===== src/rtl/logic_unit_scheduler_pkg.sv =====
// Shared definitions for the quad-core logic-unit scheduler.
// Holds the geometry constants, the op encoding and the shadow-stage payload.
package logic_unit_scheduler_pkg;

   localparam int unsigned W     = 64;  // operand / result width
   localparam int unsigned LAT   = 7;   // unit latency, also shadow pipeline depth
   localparam int unsigned NCORE = 4;   // requesting cores
   localparam int unsigned TAG_W = 2;   // core tag width
   localparam int unsigned CNT_W = 4;   // in-flight counter width (0..LAT)

   typedef enum logic [1:0] {
      OP_AND = 2'b00,
      OP_OR  = 2'b01,
      OP_XOR = 2'b10,
      OP_NOR = 2'b11
   } op_e;

   // One shadow stage travelling alongside the data in the logic units.
   typedef struct packed {
      logic             valid;
      logic [TAG_W-1:0] tag;
      op_e              op;
   } shadow_t;

endpackage


===== src/rtl/rr_arb4.sv =====
// Four-input round-robin arbiter.
// Ports: clk, rst (sync, active high), en (grant enable), req[3:0] requests,
//        gnt[3:0] one-hot combinational grant. The pointer moves to the core
//        after the granted one on every grant edge and holds otherwise.
module rr_arb4
   import logic_unit_scheduler_pkg::*;
(
   input  logic             clk,
   input  logic             rst,
   input  logic             en,
   input  logic [NCORE-1:0] req,
   output logic [NCORE-1:0] gnt
);

   logic [TAG_W-1:0] rr_q;
   logic [TAG_W-1:0] rr_d;
   logic [TAG_W-1:0] idx;
   logic             found;

   // Search rr, rr+1, ... (mod 4); the 2-bit index wraps naturally.
   always_comb begin
      gnt   = '0;
      rr_d  = rr_q;
      idx   = '0;
      found = 1'b0;
      if (en && !rst) begin
         for (int unsigned k = 0; k < NCORE; k++) begin
            idx = TAG_W'(rr_q + TAG_W'(k));
            if (!found && req[idx]) begin
               found    = 1'b1;
               gnt[idx] = 1'b1;
               rr_d     = TAG_W'(idx + TAG_W'(1));
            end
         end
      end
   end

   // Pointer register.
   always_ff @(posedge clk) begin
      if (rst) begin
         rr_q <= '0;
      end else begin
         rr_q <= rr_d;
      end
   end

endmodule


===== src/rtl/logic_unit_scheduler.sv =====
// Shares one bank of 64-bit logic units (and/or/xor) among four cores.
// Ports: clk, rst (sync, active high); issue_en gates new grants;
//        req/op/a/b per-core request, op code and operands (packed by core);
//        gnt one-hot combinational grant; unit_a/unit_b registered operands
//        to the units; res_and/res_or/res_xor unit outputs; rsp_valid/rsp_data
//        one-hot response and result; inflight count of live shadow stages;
//        idle when nothing is in flight and nothing is requested.
module logic_unit_scheduler
   import logic_unit_scheduler_pkg::*;
(
   input  logic                 clk,
   input  logic                 rst,
   input  logic                 issue_en,
   input  logic [NCORE-1:0]     req,
   input  logic [2*NCORE-1:0]   op,
   input  logic [NCORE*W-1:0]   a,
   input  logic [NCORE*W-1:0]   b,
   output logic [NCORE-1:0]     gnt,
   output logic [W-1:0]         unit_a,
   output logic [W-1:0]         unit_b,
   input  logic [W-1:0]         res_and,
   input  logic [W-1:0]         res_or,
   input  logic [W-1:0]         res_xor,
   output logic [NCORE-1:0]     rsp_valid,
   output logic [W-1:0]         rsp_data,
   output logic [CNT_W-1:0]     inflight,
   output logic                 idle
);

   logic [W-1:0]          unit_a_q, unit_a_d;
   logic [W-1:0]          unit_b_q, unit_b_d;
   shadow_t [LAT-1:0]     shadow_q, shadow_d;
   logic [CNT_W-1:0]      inflight_q, inflight_d;

   logic [TAG_W-1:0]      sel_tag;
   logic [W-1:0]          sel_a;
   logic [W-1:0]          sel_b;
   op_e                   sel_op;
   shadow_t               last;

   rr_arb4 u_arb (
      .clk (clk),
      .rst (rst),
      .en  (issue_en),
      .req (req),
      .gnt (gnt)
   );

   // One-hot select of the granted core's operands and op.
   always_comb begin
      sel_tag = '0;
      sel_a   = '0;
      sel_b   = '0;
      sel_op  = OP_AND;
      for (int unsigned k = 0; k < NCORE; k++) begin
         if (gnt[k]) begin
            sel_tag = TAG_W'(k);
            sel_a   = a[k*W +: W];
            sel_b   = b[k*W +: W];
            sel_op  = op_e'(op[2*k +: 2]);
         end
      end
   end

   // Next state: operands load only on a grant; the shadow pipe always shifts.
   always_comb begin
      unit_a_d = unit_a_q;
      unit_b_d = unit_b_q;
      shadow_d = '0;
      inflight_d = '0;
      if (|gnt) begin
         unit_a_d = sel_a;
         unit_b_d = sel_b;
      end
      shadow_d[0].valid = |gnt;
      shadow_d[0].tag   = sel_tag;
      shadow_d[0].op    = sel_op;
      for (int unsigned k = 1; k < LAT; k++) begin
         shadow_d[k] = shadow_q[k-1];
      end
      for (int unsigned k = 0; k < LAT; k++) begin
         inflight_d = CNT_W'(inflight_d + CNT_W'(shadow_d[k].valid));
      end
   end

   // State registers; reset drops every in-flight operation.
   always_ff @(posedge clk) begin
      if (rst) begin
         unit_a_q   <= '0;
         unit_b_q   <= '0;
         shadow_q   <= '0;
         inflight_q <= '0;
      end else begin
         unit_a_q   <= unit_a_d;
         unit_b_q   <= unit_b_d;
         shadow_q   <= shadow_d;
         inflight_q <= inflight_d;
      end
   end

   // Response decode from the last shadow stage, aligned with the unit outputs.
   always_comb begin
      last      = shadow_q[LAT-1];
      rsp_valid = '0;
      rsp_data  = '0;
      if (last.valid) begin
         rsp_valid[last.tag] = 1'b1;
         case (last.op)
            OP_AND:  rsp_data = res_and;
            OP_OR:   rsp_data = res_or;
            OP_XOR:  rsp_data = res_xor;
            default: rsp_data = ~res_or;
         endcase
      end
   end

   assign unit_a   = unit_a_q;
   assign unit_b   = unit_b_q;
   assign inflight = inflight_q;
   assign idle     = (inflight_q == '0) && (req == '0);

endmodule


===== config.mk =====
export PLATFORM = sky130hd
export DESIGN_NAME = logic_unit_scheduler
export DESIGN_NICKNAME = d
export VERILOG_FILES = /design/src/rtl/logic_unit_scheduler_pkg.sv /design/src/rtl/rr_arb4.sv /design/src/rtl/logic_unit_scheduler.sv
export SDC_FILE = /design/constraint.sdc
export NUM_CORES = 1
export LEC_CHECK = 0
export ABC_AREA = 1
export BUFFER_PORTS_ARGS = -buffer_cell sky130_fd_sc_hd__clkbuf_2
export CELL_PAD_IN_SITES_DETAIL_PLACEMENT = 0
export CELL_PAD_IN_SITES_GLOBAL_PLACEMENT = 1
export CORE_AREA = 2 2 359 361
export CTS_BUF_LIST = sky130_fd_sc_hd__clkbuf_4
export CTS_CLUSTER_DIAMETER = 50
export DETAILED_ROUTE_END_ITERATION = 8
export DIE_AREA = 0 0 361 363
export GPL_TIMING_DRIVEN = 1
export PLACE_DENSITY_LB_ADDON = 0.3
export SLEW_MARGIN = 5
export SYNTH_ARGS = -nofsm -noshare
export SYNTH_HDL_FRONTEND = slang
export SYNTH_SLANG_ARGS = --single-unit

===== constraint.sdc =====
create_clock -name clk -period 5.3 [get_ports clk]
set_input_delay 0.795 -clock clk [delete_from_list [all_inputs] [get_ports clk]]
set_output_delay 0.795 -clock clk [all_outputs]
set_load 0.01 [all_outputs]

Word-level counts from Yosys, hierarchy flattened
Index checks and enable logic that the tools add are counted.
{"block": "word_totals", "regBits": 169, "wordCells": 127, "input_bits": 719, "out_inout_bits": 205}
{"block": "op_classes", "reduce_logical": 20, "add_sub_neg": 12, "muxes": 54, "n_lt_le_gt_ge": 10, "eq_ne": 2, "n_bitwise": 4}
{"operator": "2-to-1 mux 64 bit", "count": 9}
{"operator": "case mux 64 bit (3 select lines)", "count": 1}
{"operator": "inverter 64 bit", "count": 1}
{"operator": "2-to-1 mux 4 bit", "count": 9}
{"operator": "2-to-1 mux 2 bit", "count": 10}
{"operator": "2-to-1 mux 1 bit", "count": 16}
{"operator": "< comparator 2 x 3 -> 1 bit, second input constant", "count": 5}
{"operator": "adder 4 x 1 -> 4 bit", "count": 3}
{"operator": "OR 4 bit", "count": 3}
{"operator": "demux 1 bit (select 2 bit)", "count": 5}
{"operator": ">= comparator 2 x 1 -> 1 bit, second input constant", "count": 5}
{"operator": "logical AND 1 bit", "count": 10}
{"operator": "adder 2 x 1 -> 2 bit, second input constant", "count": 4}
{"operator": "binary-select mux 1 bit (select 2 bit)", "count": 4}
{"operator": "logical NOT 4 bit", "count": 2}
{"operator": "adder 2 bit, second input constant", "count": 2}
{"operator": "adder 3 x 1 -> 4 bit", "count": 1}
{"operator": "logical NOT 1 bit", "count": 4}
{"operator": "nonzero test 4 bit", "count": 1}
{"operator": "OR reduction 4 bit", "count": 1}
{"operator": "adder 2 x 1 -> 3 bit", "count": 1}
{"operator": "adder 1 x 1 -> 2 bit", "count": 1}
{"operator": "equality test 2 x 1 -> 1 bit, second input constant", "count": 1}
{"operator": "equality test 2 bit, second input constant", "count": 1}
{"operator": "other kinds (2)", "count": 2}

Depth between registers and ports, before layout
Gate-level depths: netlist of the first run.
{"block": "logic_depth", "depth_word": 23, "ltp_mapped": 24, "depth_no_buf": 21}

Modules after synthesis
Synthesis of the first run repeated with hierarchy kept, for this count alone.
{"block": "unflattened", "hier_cells": 2445, "area_unflattened_um2": 13452.9}
{"mod": "logic_unit_scheduler", "seq_area_each_um2": 3323.2, "instances": 1, "area_each_um2": 12833.6, "cells_each": 2344}
{"mod": "rr_arb4", "seq_area_each_um2": 40.0, "instances": 1, "area_each_um2": 619.3, "cells_each": 101}

Worst setup path after synthesis of the first run
OpenSTA, ideal clock, no wires.
{"block": "synth_timing", "path_kind": "flip-flop to flip-flop", "from": "register u_arb.rr_q[0]", "to": "register inflight_q[1], in the netlist inflight[1]", "setup_time_ns": 0.065, "t_required_ns": 5.235, "path_buffers": 2, "path_stages_with_launch": 24, "t_arrival_ns": 4.265, "period_less_slack_ns": 4.330, "path_slack_ns": 0.970, "path_cell_list": "dfxtp_1 -> buf_4 -> inv_4 -> ha_1 -> inv_1 -> nand3_1 -> nand2_1 -> nand3_1 -> nand2_1 -> nor2_4 -> nand2_4 -> nand2_4 -> nand2_2 -> nor2_8 -> inv_2 -> buf_2 -> fa_1 -> inv_1 -> fa_1 -> inv_1 -> fa_1 -> fa_1 -> inv_1 -> nor2_1"}
{"element": "start: declaration", "line": "rr_arb4.sv:15", "source": "logic [TAG_W-1:0] rr_q;"}
{"element": "start signal: assignment", "line": "rr_arb4.sv:43", "source": "rr_q <= rr_d;"}
{"element": "end signal: assignment", "line": "logic_unit_scheduler.sv:97", "source": "inflight_q <= inflight_d;"}
{"element": "end: declaration", "line": "logic_unit_scheduler.sv:33", "source": "logic [CNT_W-1:0] inflight_q, inflight_d;"}

Worst setup path after layout of the first run
{"block": "layout_timing", "from": "register u_arb.rr_q[0]", "to": "output gnt[2]"}
{"block": "layout_via", "elab_chain_cells": 16, "elab_cells_between_ends": 54, "classes_between": "add/sub (3); order compare (8); mux (30); bitwise (3); reduce/logical (10)"}
{"element": "branches (longest 14 deep; another with < comparator 2 x 3 -> 1 bit)"}
{"element": "2-to-1 mux 4 bit *", "line": "rr_arb4.sv:29", "source": "if (!found && req[idx]) begin"}
{"element": "2-to-1 mux 4 bit *", "line": "rr_arb4.sv:26", "source": "if (en && !rst) begin"}
{"element": "end: declaration", "line": "logic_unit_scheduler.sv:18", "source": "output logic [NCORE-1:0] gnt,"}
Mark *: on every way between the ends. The select of a mux whose other input is x is not followed.

==> metrics.txt, run 1 <==
outcome=finished, final reports clean; Total Routing Usage GR=around 17%; critical path data required time=4.51 ns; Sum Neg Setup Slack=0 ns; most frequent cells in the layout=sky130_fd_sc_hd__nand2_1 (966), sky130_fd_sc_hd__clkbuf_2 (921), sky130_fd_sc_hd__nand3_1 (398); Cell Rows=around 130; most repeated library cell on the critical path=sky130_fd_sc_hd__nand2_1; TritonRoute pass-1 iters=6; global route overflow=0; number of vias in the routed layout=20230; number of maximum-capacitance violations=0; number of storage elements in the synthesis netlist=168; area of the core=127000 µm²; cell area after synthesis=14070 µm²; Seq/Total Area, Yosys=a little under a quarter; Lkg Pwr=0.01108 µW; arrival time worst endpoint=4.01 ns; worst-margin pin slew=1.008 ns; Initial Util=between 10% and 20%; Hold Path Depth=3; Filler Cell Count=15360; width of the chip=about 360 µm; minimum period implied by the final worst setup slack=4.803 ns; post-synthesis cell type count=33; Final Slew Violations=0; largest net degree at the start of global routing=146; number of clock sinks=168; Mapped Avg Cell Area=5.320 µm²; number of antenna-violating nets in the routed design=0; Max Clk Rate=208.2 MHz; Post-Synthesis Cells=2644; Slowest-stage cell, CP=sky130_fd_sc_hd__dfxtp_1; number of design-rule violations left by the first detailed-router iteration=1304; list of cells traversed by the critical path=inv_4, ha_1, inv_1, nand3_1, nand2_1, nand2_1, nor2_4, nand3_1, nand2_1, nand2_4, buf_4, inv_6, clkbuf_2; net total in the final layout=about 4100; setup repair after global routing missed its margin=false; Final Hold Fails=0; number of top-level design ports=924; critical path startpoint category=flop; wire length of the first global-routing pass=156300 µm; peak supply drop=237.3 µV; Root Buffer=sky130_fd_sc_hd__clkbuf_4; ratio of final minimum period to clock period=90.62%; half-perimeter wire length after placement=91520 µm; Port Buf Inserts=approximately 920; critical path type=reg -> out; share of post-route cells with drive strength above 1=29.69%; count of cells along the worst register-to-register path=17; final WL=about 120000 µm; endpoint type of the worst setup path=output pin; number of buffers created by CTS=17; Routed wire per std cell=22.51 µm; class of the tightest hold or removal check=in -> reg; initial antenna violation count=64; pre-CTS WS=0.8905 ns; delay of the slowest critical-path stage=0.63 ns; clock slew at reported path FFs=0.15 ns; count of warnings emitted by yosys=0; gp weighted congestion=0.8672; full die area=131000 µm²; Resize count post-CTS=0; synthesized net count=between 3000 and 4000; Clock Latency Late Sink=0.91 ns; Worst R2R Setup Slack=0.81 ns; area delta synth->final=46.33%; met2 wire len=57150 µm; Layout Cell Area excl Fill=~20000 µm²; Avg Vias per Cell=3.954; WL met3=8781 µm; maximum level of the CTS H-tree=4; worst setup slack after layout=0.4970 ns; CP Max Fanout=41; most common library cell in the layout ignoring fill and taps=sky130_fd_sc_hd__nand2_1; WL met1=about 45000 µm; power density over the cells=roughly 250 nW/µm²; number of remaining DRC errors=0; slew margin rel.=32.72%; overall die height=363 µm; placed instance area=20130 µm²; worst clock skew on the final layout=0.04765 ns; Final setup violation count=0; TritonCTS clock tree=done; vias in the first global route=19770; top routing layer in use=met5; deepest clock path buffer count=2
[cell type report]
| class | instances | area (µm²) | area share (%) |
|---|---|---|---|
| sequential | 168 | 3367 | 16.36 |
| inverter | 242 | 920.9 | 4.474 |
| timing repair buffer | 960 | 4949 | 24.04 |
| tap | 1662 | 2079 | 10.10 |
| clock buffer | 18 | 135.1 | 0.6565 |
| clock inverter | 13 | 232.7 | 1.131 |
| multi-input combinational | 2028 | 8836 | 42.93 |
| antenna | 25 | 62.56 | 0.3040 |
[through the flow]
step | hold slack, ns | instances | power (µW) | util, %
after floorplan | 0.3883 | 2644 | 3023 | -
after global placement | 0.3872 | 5058 | 4160 | 15.85
after detailed placement | 0.3918 | 5058 | 4137 | 15.85
after CTS | 0.04248 | 5091 | 5313 | 16.15
after global routing | 0.09689 | 5112 | 5597 | 16.20
final | 0.2125 | 5116 | 5170 | 16.20
[report_power, final]
group / total (µW) / leakage, µW / switching [µW] / internal (µW)
Combinational: 2580 / 0.00952 / 1800 / 787
Sequential: 1480 / 0.00136 / 83.2 / 1390
Clock: 1110 / 0.000195 / 668 / 441
[what timing repair did]
action,in CTS,in global routing
endpoints found under the hold margin,1,0
buffers inserted,0,0
hold buffers,2,0
[logic make-up (layout without fill, tap and decap cells)]
kind of cell	after synthesis	count (layout)	share of synthesized area (%)
flops	168	168	23.91
other cells	1	26	0.02666
fa+ha+maj	12	12	1.281
compound gates	330	330	11.89
buf+inv	448	1233	13.65
simple gates	1685	1685	49.24
[metal layers]
metal,vias up,track usage (%)
li1,9850,-
met1,9352,19.11
met2,799,29.74
met3,182,5.146
met4,44,6.522
met5,-,0
[flip-flops by register name, indices dropped and copies added (netlist names)]
register,cells
u_arb.rr_q,2
inflight,3
last,5
unit_b,64
shadow_d,30
unit_a,64
[synthesized netlist by cell type]
| cell | n | share of area [%] |
|---|---|---|
| sky130_fd_sc_hd__buf_2 | 27 | 0.96 |
| sky130_fd_sc_hd__nand2_4 | 3 | 0.24 |
| sky130_fd_sc_hd__nor2_1 | 296 | 7.9 |
| sky130_fd_sc_hd__nand3_1 | 398 | 14 |
| sky130_fd_sc_hd__fa_1 | 4 | 0.57 |
| sky130_fd_sc_hd__nor3_1 | 5 | 0.18 |
| sky130_fd_sc_hd__dfxtp_1 | 168 | 24 |
| sky130_fd_sc_hd__buf_6 | 13 | 1.0 |
| sky130_fd_sc_hd__o221ai_1 | 1 | 0.062 |
| sky130_fd_sc_hd__a21oi_1 | 130 | 4.6 |
| sky130_fd_sc_hd__nand2_1 | 969 | 26 |
| sky130_fd_sc_hd__a221oi_1 | 1 | 0.062 |
| sky130_fd_sc_hd__or2_2 | 1 | 0.045 |
| sky130_fd_sc_hd__buf_4 | 28 | 1.5 |
| sky130_fd_sc_hd__ha_1 | 8 | 0.71 |
| sky130_fd_sc_hd__nand3_2 | 4 | 0.28 |
| sky130_fd_sc_hd__a211oi_1 | 1 | 0.053 |
| sky130_fd_sc_hd__nor2_2 | 1 | 0.045 |
| sky130_fd_sc_hd__conb_1 | 1 | 0.027 |
| sky130_fd_sc_hd__o211ai_1 | 3 | 0.16 |
| sky130_fd_sc_hd__nor2_8 | 1 | 0.14 |
| sky130_fd_sc_hd__clkinv_1 | 1 | 0.027 |
| sky130_fd_sc_hd__o21ai_0 | 193 | 6.9 |
| sky130_fd_sc_hd__nand4_1 | 1 | 0.045 |
| sky130_fd_sc_hd__nor4_1 | 1 | 0.045 |
| sky130_fd_sc_hd__clkbuf_1 | 116 | 3.1 |
| sky130_fd_sc_hd__inv_1 | 236 | 6.3 |
| sky130_fd_sc_hd__inv_4 | 1 | 0.045 |
| sky130_fd_sc_hd__buf_1 | 22 | 0.59 |
| sky130_fd_sc_hd__nor2_4 | 2 | 0.16 |
| sky130_fd_sc_hd__inv_2 | 4 | 0.11 |
| sky130_fd_sc_hd__nand2_2 | 3 | 0.13 |
| sky130_fd_sc_hd__a41oi_1 | 1 | 0.062 |
[worst paths after layout]
path	startpoint	endpoint
worst max-delay path	u_arb.rr_q[0]$_SDFFE_PP0P_	gnt[2]
worst min-delay path	op[7]	shadow_d[6]$_SDFF_PP0_
worst max register to register	u_arb.rr_q[0]$_SDFFE_PP0P_	unit_a[59]$_SDFFE_PP0N_
worst min register to register	shadow_d[31]$_SDFF_PP0_	last[1]$_SDFF_PP0_
[critical path: cells and delay by family (launching register included)]
family,cells,cell delay (ns)
buf+inv,5,1.15
simple gates,7,0.88
flops,1,0.63
fa+ha+maj,1,0.38
(Power assumes the default switching activity.)
==> run 2: changes to the inputs <==
- CORE_AREA: 2 2 359 361 -> 2 2 362 364
- DIE_AREA: 0 0 361 363 -> 0 0 364 366
- SYNTH_HIERARCHICAL: default -> 1
==> metrics.txt, run 2 <==
ratio of final minimum period to clock period=93.62% (+3.0 points); cell area after synthesis=13450 µm² (-4.4%); number of synthesized flops with an enable pin=0 (unchanged); global route overflow=0 (unchanged); critical path data required time=4.51 ns (about the same); full die area=133200 µm² (+1.7%); critical path startpoint category=flop; maximum level of the CTS H-tree=4 (unchanged); deepest clock path buffer count=2 (unchanged); number of design-rule violations left by the first detailed-router iteration=1021 (-22%); total power draw=6990 µW (+35%); largest net degree at the start of global routing=126 (-14%); Final setup violation count=0 (unchanged); class of the tightest hold or removal check=in -> reg; Slowest-stage cell, CP=sky130_fd_sc_hd__dfxtp_1; most frequent cell after synthesis=sky130_fd_sc_hd__nand2_1; Port Buf Inserts=922 (unchanged); endpoint type of the worst setup path=output pin; vias in the first global route=18730 (-5.2%); initial antenna violation count=32 (-50%); arrival time worst endpoint=4.17 ns (+0.16 ns); area delta synth->final=48.74%; synthesized net count=3176 (-5.9%); overall die height=366 µm (+0.83%); Post-Synthesis Cells=2445 (-7.5%); TritonRoute pass-1 iters=5 (-1); net total in the final layout=3955 (-4.7%); number of vias in the routed layout=18910 (-6.5%); Filler Cell Count=15410 (+0.32%); delay of the slowest critical-path stage=0.56 ns (-0.07 ns); number of top-level design ports=924 (unchanged); count of warnings emitted by yosys=6 (+6); share of post-route cells with drive strength above 1=31.85% (+2.2 points); leading post-synthesis cells by instance count=sky130_fd_sc_hd__nand2_1 (874), sky130_fd_sc_hd__nand3_1 (395), sky130_fd_sc_hd__nor2_1 (307); most repeated library cell on the critical path=sky130_fd_sc_hd__nor2_1; number of antenna-violating nets in the routed design=0 (unchanged); proportion of register bits with asynchronous set or reset after synthesis=0% (unchanged); number of clock sinks=168 (unchanged); cells taking the most area after synthesis=sky130_fd_sc_hd__dfxtp_1 (25%), sky130_fd_sc_hd__nand2_1 (24%), sky130_fd_sc_hd__nand3_1 (15%); Avg Vias per Cell=3.783 (-4.3%); met2 wire len=50860 µm (-11%); number of hold-repair buffers added at the cts stage=0 (-2); power density over the cells=349.3 nW/µm² (+39%); Root Buffer=sky130_fd_sc_hd__clkbuf_4; post-layout instance count excluding filler cells=4998 (-2.3%); wire length of the first global-routing pass=140000 µm (-10%); biggest area consumer among synthesized cells=sky130_fd_sc_hd__dfxtp_1; list of cells traversed by the critical path=inv_2, ha_1, inv_1, nand3_2, nand2_4, nand3_1, nor2_1, nor2_1, a21oi_4, buf_4, buf_6, clkbuf_2; CP Max Fanout=40 (-2.4%); Cell Rows=132 (+0.76%); WL met3=7320 µm (-17%); post-synthesis cell type count=32 (-3.0%); worst-margin pin slew=0.9950 ns (-0.01302 ns); number of buffers created by CTS=17 (unchanged); top routing layer in use=met5; Seq/Total Area, Yosys=25.00% (+1.1 points); width of the chip=364 µm (+0.83%); clock slew at reported path FFs=0.20 ns (+0.05 ns); minimum period implied by the final worst setup slack=4.962 ns (+0.1589 ns); number of remaining DRC errors=0 (unchanged); Total Routing Usage GR=14.70% (-2.2 points); half-perimeter wire length after placement=78940 µm (-14%); peak supply drop=207.1 µV (-13%); commonest register cell after synthesis=sky130_fd_sc_hd__dfxtp_1; Mapped Avg Cell Area=5.502 µm² (+3.4%); WL met1=39710 µm (-12%); number of maximum-capacitance violations=0 (unchanged); Max Clk Rate=201.5 MHz (-3.2%); slew margin rel.=33.66% (+0.94 points); TritonCTS clock tree=done; gp weighted congestion=0.8244 (-4.9%); Lkg Pwr=0.01021 µW (-7.9%); Routed wire per std cell=20.36 µm (-9.6%); Initial Util=10.43% (-0.64 points); worst clock skew on the final layout=0.03948 ns (-0.008173 ns); placed cells=4947 (-2.2%); most common library cell in the layout ignoring fill and taps=sky130_fd_sc_hd__clkbuf_2; Clock Latency Late Sink=0.89 ns (-0.02 ns); most frequent cells in the layout=sky130_fd_sc_hd__clkbuf_2 (922), sky130_fd_sc_hd__nand2_1 (874), sky130_fd_sc_hd__nand3_1 (395); area fraction of the dominant cell type after synthesis=25.00% (-0.86 points); number of storage elements in the synthesis netlist=168 (unchanged); critical path type=reg -> out; final WL=101800 µm (-12%); area of the core=129000 µm² (+1.5%); Final Hold Fails=0 (unchanged); outcome=finished, final reports clean; Final Slew Violations=0 (unchanged)
## run 2: cell count changes in the layout (fill, tap and decap cells not counted), sizes merged, moves of 4 or more
cell	delta
buf	+4
nor2	+11
o21ai	+5
a21oi	+8
inv	-120
nand2	-92
diode	-6
## run 2: path summary, 6_finish.rpt
path                                    from                 endpoint  slack [ns]  cells past startpoint
setup / recovery  u_arb/rr_q[0]$_SDFFE_PP0P_                   gnt[3]        0.34                     12
hold / removal                        a[139]  unit_a[11]$_SDFFE_PP0N_        0.20                      5
setup reg to reg  u_arb/rr_q[0]$_SDFFE_PP0P_   inflight[1]$_SDFF_PP0_        0.87                     19
hold reg to reg      shadow_d[20]$_SDFF_PP0_  shadow_d[25]$_SDFF_PP0_        0.38                      2
## run 2: power by group
group          internal [µW]  total (µW)  switching [µW]
clock                    297         955             659
sequential              1730        2000             273
combinational           1270        4040            2760
total                   3290        6990            3700
## run 2: timing repair
action,4_1_cts,5_1_grt
buffers inserted,0,0
endpoints found under the setup margin,2,0
gates resized for setup,2,0
## run 2: layout make-up
type,count,area [µm²],area share (%)
clock inverters,14,158.9,0.7941
multi-input cells,1953,8620,43.08
diodes,19,47.55,0.2376
well taps,1742,2180,10.89
clock buffers,18,135.1,0.6753
repair buffers,963,5030,25.14
flip-flops and latches,168,3369,16.84
inverters,121,470.5,2.351
## run 2: cell families after synthesis
family | count (synthesis) | synth area share (%)
flip-flops | 168 | 25.00
buffers and inverters | 324 | 11.43
adder cells (fa/ha/maj) | 12 | 1.339
other | 1 | 0.02788
AND/OR/NAND/NOR | 1602 | 49.56
AO/OA/AOI/OAI | 338 | 12.64
## run 2: critical path, delay by kind of cell, from the launching register on
kind	cells	cell delay [ns]
buffers and inverters	5	1.47
flip-flops	1	0.56
AO/OA/AOI/OAI	1	0.20
adder cells (fa/ha/maj)	1	0.42
AND/OR/NAND/NOR	5	0.60
## run 2: routing by layer
| metal | GRT usage (%) | vias up |
|---|---|---|
| li1 | - | 9395 |
| met1 | 16.19 | 8694 |
| met2 | 26.03 | 663 |
| met3 | 4.493 | 127 |
| met4 | 5.953 | 30 |
| met5 | 0 | - |
## run 2: stage by stage
stage                     setup WS [ns]  util [%]  hold slack [ns]  setup TNS (ns)  area [µm²]
after detailed placement         0.9132     15.24           0.3851               0       19660
after global placement           0.9112     15.24           0.3831               0       19660
after floorplan                  0.8772         -           0.3883               0       13450
after global routing           -0.02986     15.50          0.09335        -0.03247       20000
final                            0.3381     15.51           0.2045               0       20010
after CTS                       0.09449     15.48          0.02904               0       19960
